==> config.mk <==
export PLATFORM = sky130hd
export DESIGN_NAME = hcms_rx
export DESIGN_NICKNAME = d
export VERILOG_FILES = /design/src/rtl/hcms_pkg.sv /design/src/rtl/hcms_rx_sync.sv /design/src/rtl/hcms_rx.sv
export SDC_FILE = /design/constraint.sdc
export NUM_CORES = 1
export LEC_CHECK = 0
export ABC_AREA = 1
export ABC_CLOCK_PERIOD_IN_PS = 5860
export CAP_MARGIN = 10
export CORE_MARGIN = 2
export CORE_UTILIZATION = 65
export DETAILED_ROUTE_END_ITERATION = 8
export GPL_ROUTABILITY_DRIVEN = 1
export GPL_TIMING_DRIVEN = 0
export PLACE_DENSITY = 0.83
export SYNTH_ARGS = -nofsm -noshare
export SYNTH_HDL_FRONTEND = slang
export SYNTH_SLANG_ARGS = --single-unit
==> constraint.sdc <==
create_clock -name i_clk -period 5.86 [get_ports i_clk]
set_clock_uncertainty 0.1 [all_clocks]
set_input_delay 0.879 -clock i_clk [delete_from_list [all_inputs] [get_ports i_clk]]
set_output_delay 0.879 -clock i_clk [all_outputs]
set_load 0.02 [all_outputs]
==> src/rtl/hcms_pkg.sv <==
// Shared HCMS-29xx definitions: register select codes, control-word fields,
// reset values and display geometry. Imported by both the transmit and receive sides.
package hcms_pkg;

  localparam logic HCMS_DATA_REGISTER    = 1'b0;
  localparam logic HCMS_COMMAND_REGISTER = 1'b1;

  localparam int COLS_PER_CHAR = 5;
  localparam int ROWS_PER_COL  = 8;

  // Control word layout: bit 7 selects the word, the rest is payload.
  localparam int CW_SELECT_BIT     = 7;
  localparam int CW0_NORMAL_BIT    = 6;
  localparam int CW0_PEAK_MSB      = 5;
  localparam int CW0_PEAK_LSB      = 4;
  localparam int CW0_BRIGHT_MSB    = 3;
  localparam int CW0_BRIGHT_LSB    = 0;
  localparam int CW1_DOUT_MODE_BIT = 0;
  localparam int CW1_PRESCALE_BIT  = 1;

  localparam logic [7:0] CW0_RESET = 8'h00;
  localparam logic [7:0] CW1_RESET = 8'h00;

  typedef enum logic [1:0] {
    RX_IDLE      = 2'd0,
    RX_SHIFT_DOT = 2'd1,
    RX_SHIFT_CMD = 2'd2
  } hcms_rx_state_e;

  function automatic logic cw_targets_cw1(input logic [7:0] cw);
    return cw[CW_SELECT_BIT];
  endfunction

  function automatic logic [7:0] cw_payload(input logic [7:0] cw);
    logic [7:0] p;
    p = cw;
    p[CW_SELECT_BIT] = 1'b0;
    return p;
  endfunction

endpackage

==> src/rtl/hcms_rx_sync.sv <==
// Multi-flop synchronizer for one asynchronous HCMS line, with rise/fall detect
// on the synchronized value.
module hcms_rx_sync #(
  parameter int   STAGES  = 2,
  parameter logic RST_VAL = 1'b0
) (
  input  logic i_clk,
  input  logic r_reset,
  input  logic din,
  output logic q,
  output logic rise,
  output logic fall
);

  logic [STAGES-1:0] chain_r;
  logic              prev_r;

  // Synchronizer chain plus one history flop for edge detection.
  always_ff @(posedge i_clk) begin
    if (r_reset) begin
      chain_r <= {STAGES{RST_VAL}};
      prev_r  <= RST_VAL;
    end else begin
      chain_r <= {chain_r[STAGES-2:0], din};
      prev_r  <= chain_r[STAGES-1];
    end
  end

  assign q    = chain_r[STAGES-1];
  assign rise = q & ~prev_r;
  assign fall = ~q & prev_r;

endmodule

==> src/rtl/hcms_rx.sv <==
// HCMS-29xx display-side receiver: rebuilds dot latch and control words from the
// oversampled serial lines. Define HCMS_RX_ERR_EN to add frame-error reporting.
module hcms_rx
  import hcms_pkg::*;
#(
  parameter int NUM_CHARS   = 4,
  parameter int SYNC_STAGES = 2
) (
  input  logic                                        i_clk,
  input  logic                                        r_reset,
  input  logic                                        i_hcms_data,
  input  logic                                        i_hcms_clock,
  input  logic                                        i_hcms_regsel,
  input  logic                                        i_hcms_ncs,
  input  logic                                        i_hcms_reset,
  input  logic [$clog2(NUM_CHARS*COLS_PER_CHAR)-1:0]  i_col_addr,
  output logic [7:0]                                  o_col_data,
  output logic [7:0]                                  o_cw0,
  output logic [7:0]                                  o_cw1,
  output logic                                        o_blank,
  output logic                                        o_dot_valid,
  output logic                                        o_cw_valid
`ifdef HCMS_RX_ERR_EN
  ,
  output logic                                        o_err_frame,
  output logic [7:0]                                  o_err_count
`endif
);

  localparam int NUM_COLS = NUM_CHARS * COLS_PER_CHAR;
  localparam int DOT_BITS = NUM_COLS * ROWS_PER_COL;

  logic data_s, regsel_s, drst_s;
  logic sclk_rise_s, ncs_rise_s, ncs_fall_s;
  logic unused_edges_s;
  logic data_rise_s, data_fall_s, sclk_q_s, sclk_fall_s;
  logic regsel_rise_s, regsel_fall_s, ncs_q_s, drst_rise_s, drst_fall_s;

  hcms_rx_sync #(.STAGES(SYNC_STAGES), .RST_VAL(1'b0)) u_sync_data (
    .i_clk(i_clk), .r_reset(r_reset), .din(i_hcms_data),
    .q(data_s), .rise(data_rise_s), .fall(data_fall_s));

  hcms_rx_sync #(.STAGES(SYNC_STAGES), .RST_VAL(1'b0)) u_sync_clock (
    .i_clk(i_clk), .r_reset(r_reset), .din(i_hcms_clock),
    .q(sclk_q_s), .rise(sclk_rise_s), .fall(sclk_fall_s));

  hcms_rx_sync #(.STAGES(SYNC_STAGES), .RST_VAL(1'b0)) u_sync_regsel (
    .i_clk(i_clk), .r_reset(r_reset), .din(i_hcms_regsel),
    .q(regsel_s), .rise(regsel_rise_s), .fall(regsel_fall_s));

  hcms_rx_sync #(.STAGES(SYNC_STAGES), .RST_VAL(1'b1)) u_sync_ncs (
    .i_clk(i_clk), .r_reset(r_reset), .din(i_hcms_ncs),
    .q(ncs_q_s), .rise(ncs_rise_s), .fall(ncs_fall_s));

  hcms_rx_sync #(.STAGES(SYNC_STAGES), .RST_VAL(1'b1)) u_sync_reset (
    .i_clk(i_clk), .r_reset(r_reset), .din(i_hcms_reset),
    .q(drst_s), .rise(drst_rise_s), .fall(drst_fall_s));

  assign unused_edges_s = ^{data_rise_s, data_fall_s, sclk_q_s, sclk_fall_s,
                            regsel_rise_s, regsel_fall_s, ncs_q_s, drst_rise_s, drst_fall_s};

  hcms_rx_state_e state_r, state_nxt_s;
  logic shift_dot_s, shift_cmd_s, end_dot_s, end_cmd_s, start_s, abort_s;

  // State register.
  always_ff @(posedge i_clk) begin
    if (r_reset) begin
      state_r <= RX_IDLE;
    end else begin
      state_r <= state_nxt_s;
    end
  end

  // Next-state logic; a low display reset forces IDLE from any state.
  always_comb begin
    state_nxt_s = state_r;
    if (!drst_s) begin
      state_nxt_s = RX_IDLE;
    end else begin
      case (state_r)
        RX_IDLE: begin
          if (ncs_fall_s) begin
            state_nxt_s = (regsel_s == HCMS_COMMAND_REGISTER) ? RX_SHIFT_CMD : RX_SHIFT_DOT;
          end else begin
            state_nxt_s = RX_IDLE;
          end
        end
        RX_SHIFT_DOT, RX_SHIFT_CMD: begin
          if (ncs_rise_s) begin
            state_nxt_s = RX_IDLE;
          end else begin
            state_nxt_s = state_r;
          end
        end
        default: state_nxt_s = RX_IDLE;
      endcase
    end
  end

  // Per-state datapath controls.
  always_comb begin
    shift_dot_s = 1'b0;
    shift_cmd_s = 1'b0;
    end_dot_s   = 1'b0;
    end_cmd_s   = 1'b0;
    start_s     = 1'b0;
    abort_s     = 1'b0;
    if (!drst_s) begin
      abort_s = (state_r != RX_IDLE);
    end else begin
      case (state_r)
        RX_IDLE:      start_s = ncs_fall_s;
        RX_SHIFT_DOT: begin
          shift_dot_s = sclk_rise_s;
          end_dot_s   = ncs_rise_s;
        end
        RX_SHIFT_CMD: begin
          shift_cmd_s = sclk_rise_s;
          end_cmd_s   = ncs_rise_s;
        end
        default: start_s = 1'b0;
      endcase
    end
  end

  logic [DOT_BITS-1:0] sr_r, sr_nxt_s, latch_r;
  logic [7:0]          cmd_r, cmd_nxt_s, cnt_r, cnt_nxt_s;
  logic [7:0]          cw0_r, cw1_r, col_r;
  logic                dot_valid_r, cw_valid_r;

  // Shift-before-latch: a shift coinciding with ncs rise is included in the latched value.
  always_comb begin
    sr_nxt_s  = shift_dot_s ? {sr_r[DOT_BITS-2:0], data_s} : sr_r;
    cmd_nxt_s = shift_cmd_s ? {cmd_r[6:0], data_s} : cmd_r;
    if ((shift_dot_s || shift_cmd_s) && (cnt_r != 8'hFF)) begin
      cnt_nxt_s = cnt_r + 8'd1;
    end else begin
      cnt_nxt_s = cnt_r;
    end
  end

  // Shift registers, dot latch, control words and update strobes.
  always_ff @(posedge i_clk) begin
    if (r_reset || !drst_s) begin
      sr_r        <= '0;
      latch_r     <= '0;
      cmd_r       <= 8'h00;
      cnt_r       <= 8'h00;
      cw0_r       <= CW0_RESET;
      cw1_r       <= CW1_RESET;
      dot_valid_r <= 1'b0;
      cw_valid_r  <= 1'b0;
    end else begin
      sr_r        <= sr_nxt_s;
      cmd_r       <= cmd_nxt_s;
      cnt_r       <= start_s ? 8'h00 : cnt_nxt_s;
      dot_valid_r <= 1'b0;
      cw_valid_r  <= 1'b0;
      if (end_dot_s && (cnt_nxt_s != 8'h00)) begin
        latch_r     <= sr_nxt_s;
        dot_valid_r <= 1'b1;
      end else begin
        latch_r     <= latch_r;
      end
      // The select bit only routes the word; it is not stored.
      if (end_cmd_s && (cnt_nxt_s >= 8'd8)) begin
        cw_valid_r <= 1'b1;
        if (cw_targets_cw1(cmd_nxt_s)) begin
          cw1_r <= cw_payload(cmd_nxt_s);
        end else begin
          cw0_r <= cw_payload(cmd_nxt_s);
        end
      end else begin
        cw0_r <= cw0_r;
      end
    end
  end

  logic [ROWS_PER_COL-1:0] col_s [NUM_COLS];

  for (genvar k = 0; k < NUM_COLS; k++) begin : g_col
    assign col_s[k] = latch_r[DOT_BITS-1-ROWS_PER_COL*k -: ROWS_PER_COL];
  end

  // Column read port; addresses beyond the chain read as blank.
  always_ff @(posedge i_clk) begin
    if (r_reset) begin
      col_r <= 8'h00;
    end else if (int'(i_col_addr) < NUM_COLS) begin
      col_r <= col_s[i_col_addr];
    end else begin
      col_r <= 8'h00;
    end
  end

  assign o_col_data  = col_r;
  assign o_cw0       = cw0_r;
  assign o_cw1       = cw1_r;
  assign o_blank     = ~cw0_r[CW0_NORMAL_BIT];
  assign o_dot_valid = dot_valid_r;
  assign o_cw_valid  = cw_valid_r;

`ifdef HCMS_RX_ERR_EN
  logic       err_s, err_frame_r;
  logic [7:0] err_cnt_r;

  always_comb begin
    err_s = abort_s
         || (end_dot_s && (cnt_nxt_s[2:0] != 3'd0))
         || (end_cmd_s && (cnt_nxt_s != 8'd8));
  end

  // Error pulse and saturating counter survive display resets.
  always_ff @(posedge i_clk) begin
    if (r_reset) begin
      err_frame_r <= 1'b0;
      err_cnt_r   <= 8'h00;
    end else begin
      err_frame_r <= err_s;
      if (err_s && (err_cnt_r != 8'hFF)) begin
        err_cnt_r <= err_cnt_r + 8'd1;
      end else begin
        err_cnt_r <= err_cnt_r;
      end
    end
  end

  assign o_err_frame = err_frame_r;
  assign o_err_count = err_cnt_r;
`endif

endmodule
==> key figures <==
Pwr
  • Comb power frac: 0.070
  • Pwr dens: 310.8 nW/µm²
  • Sequential share of power: 0.460
  • VDD IR-drop max: 255.7 µV
  • Lkg Pwr: 7.191 nW
  • Part of the power in the clock network: 0.469
  • Internal: 4.275 mW
  • NetSw: 1.295 mW
  • Switching Share: 0.2325

Setup path
  • Kind of critical path: in -> reg
  • Crit-path leading delay family: buffers and inverters
  • Critical path arrival: 3500 ps
  • Worst path cell trace: clkdlybuf4s50_1, inv_1, nand2_1, clkinv_1, clkbuf_1, clkbuf_1, nand2_1, nor2_1
  • Largest stage delay on the critical path: 590 ps
  • CP max stage cell: clkbuf_1
  • Buffers & Inverters on Critical Path: 5
  • Worst setup EP type: flip-flop
  • CP startpoint kind: input port
  • CP required: 6230 ps
  • Worst Path Max Fanout: 10

Yosys
  • #FFs+latches synth: 374
  • Synth Flop Type: dfxtp_1
  • Post-synth EDFFs: 0
  • Mapped Cells: 2278
  • YS warnings: 0
  • Synthesized area: 15830 µm²
  • Syn Area/Cell: 6.950 µm²
  • Async set-reset flop share out of synthesis: 0
  • Synth top area cells: dfxtp_1, nor2_1, nand2_1, a21oi_1, nand3_1
  • Top cell type by total area after synthesis: dfxtp_1
  • Post-synth top area share: 0.4729
  • Sequential share of the synthesized area: 0.4729
  • Post-synth cell types: 32

Floorplanning
  • Die height: 160.1 µm
  • Initial Util: 0.6568
  • I/O pins: 39
  • Row cnt: 57
  • Full die area: 25620 µm²
  • Die X: 160.1 µm
  • Core box area: 24110 µm²

Clock network
  • Clock-pin slew on the worst setup and hold paths: 60 ps
  • CTS H-Tree Depth: 2
  • Clk sinks: 374
  • CTS tree: done
  • # hold bufs at CTS: 0
  • Num CTS Buffers: 39
  • Clk buf depth: 3
  • CTS resizes: 0
  • Post-CTS setup buffers: 0
  • Clk_lat worst skew: 540 ps
  • Root buf cell: clkbuf_16

STA
  • RSZ-0062 raised after global routing: no
  • Slew Limit Headroom: 0.3155
  • Max-slew violation count: 0
  • Worst Tran Pin Value: 1027 ps
  • Final Hold Fails: 0
  • FMAX: 319.0 MHz
  • Fin worst setup slack: 2725 ps
  • Tcrit/Tclk final: 0.5350
  • Worst Hold Slack: 305.4 ps
  • Setup-failing EPs final: 0
  • Setup TNS: 0 ps
  • Final critical-path required period: 3135 ps

Place
  • Placed insts: 2636
  • PortBufs: 33
  • Routability-driven placement congestion ratio: 0.9313
  • Hpwl dp: 28880 µm
  • Place WS: 2233 ps

Cells and area
  • Synth-to-Final Area Change: 13.19%
  • Non-Filler Instances: 2702
  • Final #Nets: 2369
  • Share of cells above drive strength 1: 0.04670

Flow run
  • Max cap viols: 0

Hold path
  • Worst Hold Class: reg -> reg

Global routing
  • Grt ovf: 0
  • GRT Resource Usage Total: 0.3175
  • First-pass GRT wire length: 67020 µm
  • Number of global-route vias before repair: 13780
  • Maximum number of pins on one net before global-route repair: 16
  • Initial antenna violation count: 1

Routing
  • Vias: 15180
  • DR iter-0 viols: 1560
  • Final wirelength: 41410 µm
  • Residual DRC: 0
  • Via density: 5.618
  • DRT Pass-1 Iters: 5
  • DRT antenna net count: 0
  • WL/cell: 15.32 µm

Run status
  • Status: completed
[worst register-to-register path, stage by stage (launching register included)]
cell and delay [ps]:
dfxtp_1 360, inv_1 70, ha_1 190, nand3_1 130, clkbuf_1 720, buf_2 510, clkbuf_1 450, a21oi_1 180
nand3_1 120, nand2_1 80, nor2_1 120
[path summary, 6_finish.rpt]
check	startpoint	endpoint	slack, ps	depth (start not counted)
max	r_reset	col_s[52]	2720	8
max reg2reg	state_r[1]	col_s[52]	2760	10
min	u_sync_clock.chain_r[0]	u_sync_clock.chain_r[1]	310	2
min reg2reg	u_sync_clock.chain_r[0]	u_sync_clock.chain_r[1]	310	2
[cell type report]
cell class	instances	area, µm²
diodes	1	2.502
plain buffers	177	785.8
clock buffers	49	1074
clock inverters	16	272.8
fillers	1918	6185
inverters	140	525.5
multi-input cells	1588	7038
flip-flops and latches	374	7487
well taps	324	405.4
repair buffers	33	330.3
[metrics by stage]
stage	cell area [µm²]	util	power, mW
floorplan	15840	-	2.893
global placement	16570	0.6875	2.994
CTS	17920	0.7433	5.576
finish	17920	0.7434	5.571
detailed placement	16570	0.6875	3.000
global route	17920	0.7433	5.728
[cell usage in the layout, fill, tap and decap left out, types with 21 or more instances in the layout]
cell / netlist / layout
buf_2: 22 / 22
nand3_1: 185 / 185
clkbuf_16: 0 / 39
nand2_1: 346 / 346
o32ai_1: 24 / 24
a21oi_1: 252 / 252
clkbuf_1: 120 / 124
o21ai_0: 145 / 145
inv_1: 133 / 133
nor2_1: 574 / 574
buf_1: 21 / 21
dfxtp_1: 374 / 374
clkdlybuf4s50_1: 0 / 33
[cell usage after synthesis, types with 5 or more instances]
library cell    n
buf_1          21
nand2_1       346
clkbuf_1      120
nand4_1        16
or2_2           5
o32ai_1        24
nand3_1       185
o21ai_0       145
nor2_1        574
dfxtp_1       374
buf_2          22
buf_6          11
o211ai_1       16
a21oi_1       252
inv_1         133
[power by group through the flow]
stage | Combinational, mW | Clock [mW] | Sequential, mW
floorplan | 0.271 | 0 | 2.62
global placement | 0.373 | 0 | 2.62
detailed placement | 0.378 | 0 | 2.62
CTS | 0.383 | 2.63 | 2.57
global route | 0.430 | 2.73 | 2.57
finish | 0.391 | 2.61 | 2.57
[state kept, by name, indices dropped and copies added, names as in the netlist, 7 cells and up]
register	cells
cnt_r	8
sr_r	160
o_col_data	8
o_cw1	7
cmd_r	8
col_s	160
o_cw0	7
[kinds of logic after synthesis]
| group | synth area share |
|---|---|
| simple gates | 0.2876 |
| compound gates | 0.1498 |
| flops | 0.4729 |
| buf+inv | 0.08282 |
| fa+ha+maj | 0.003161 |
| xor+xnor | 0.001660 |
| mux | 0.001897 |
| other cells | 0.0002369 |
[metal layers]
metal | global-route usage | share of wire | vias to the layer above
met3 | 0.05143 | 0.069 | 109
met4 | 0.1188 | 0.035 | 2
met1 | 0.4212 | 0.44 | 6998
met5 | 0 | 0.00027 | -
met2 | 0.5248 | 0.46 | 564
li1 | - | - | 7506
No activity file was read; power rests on OpenSTA's default activity.
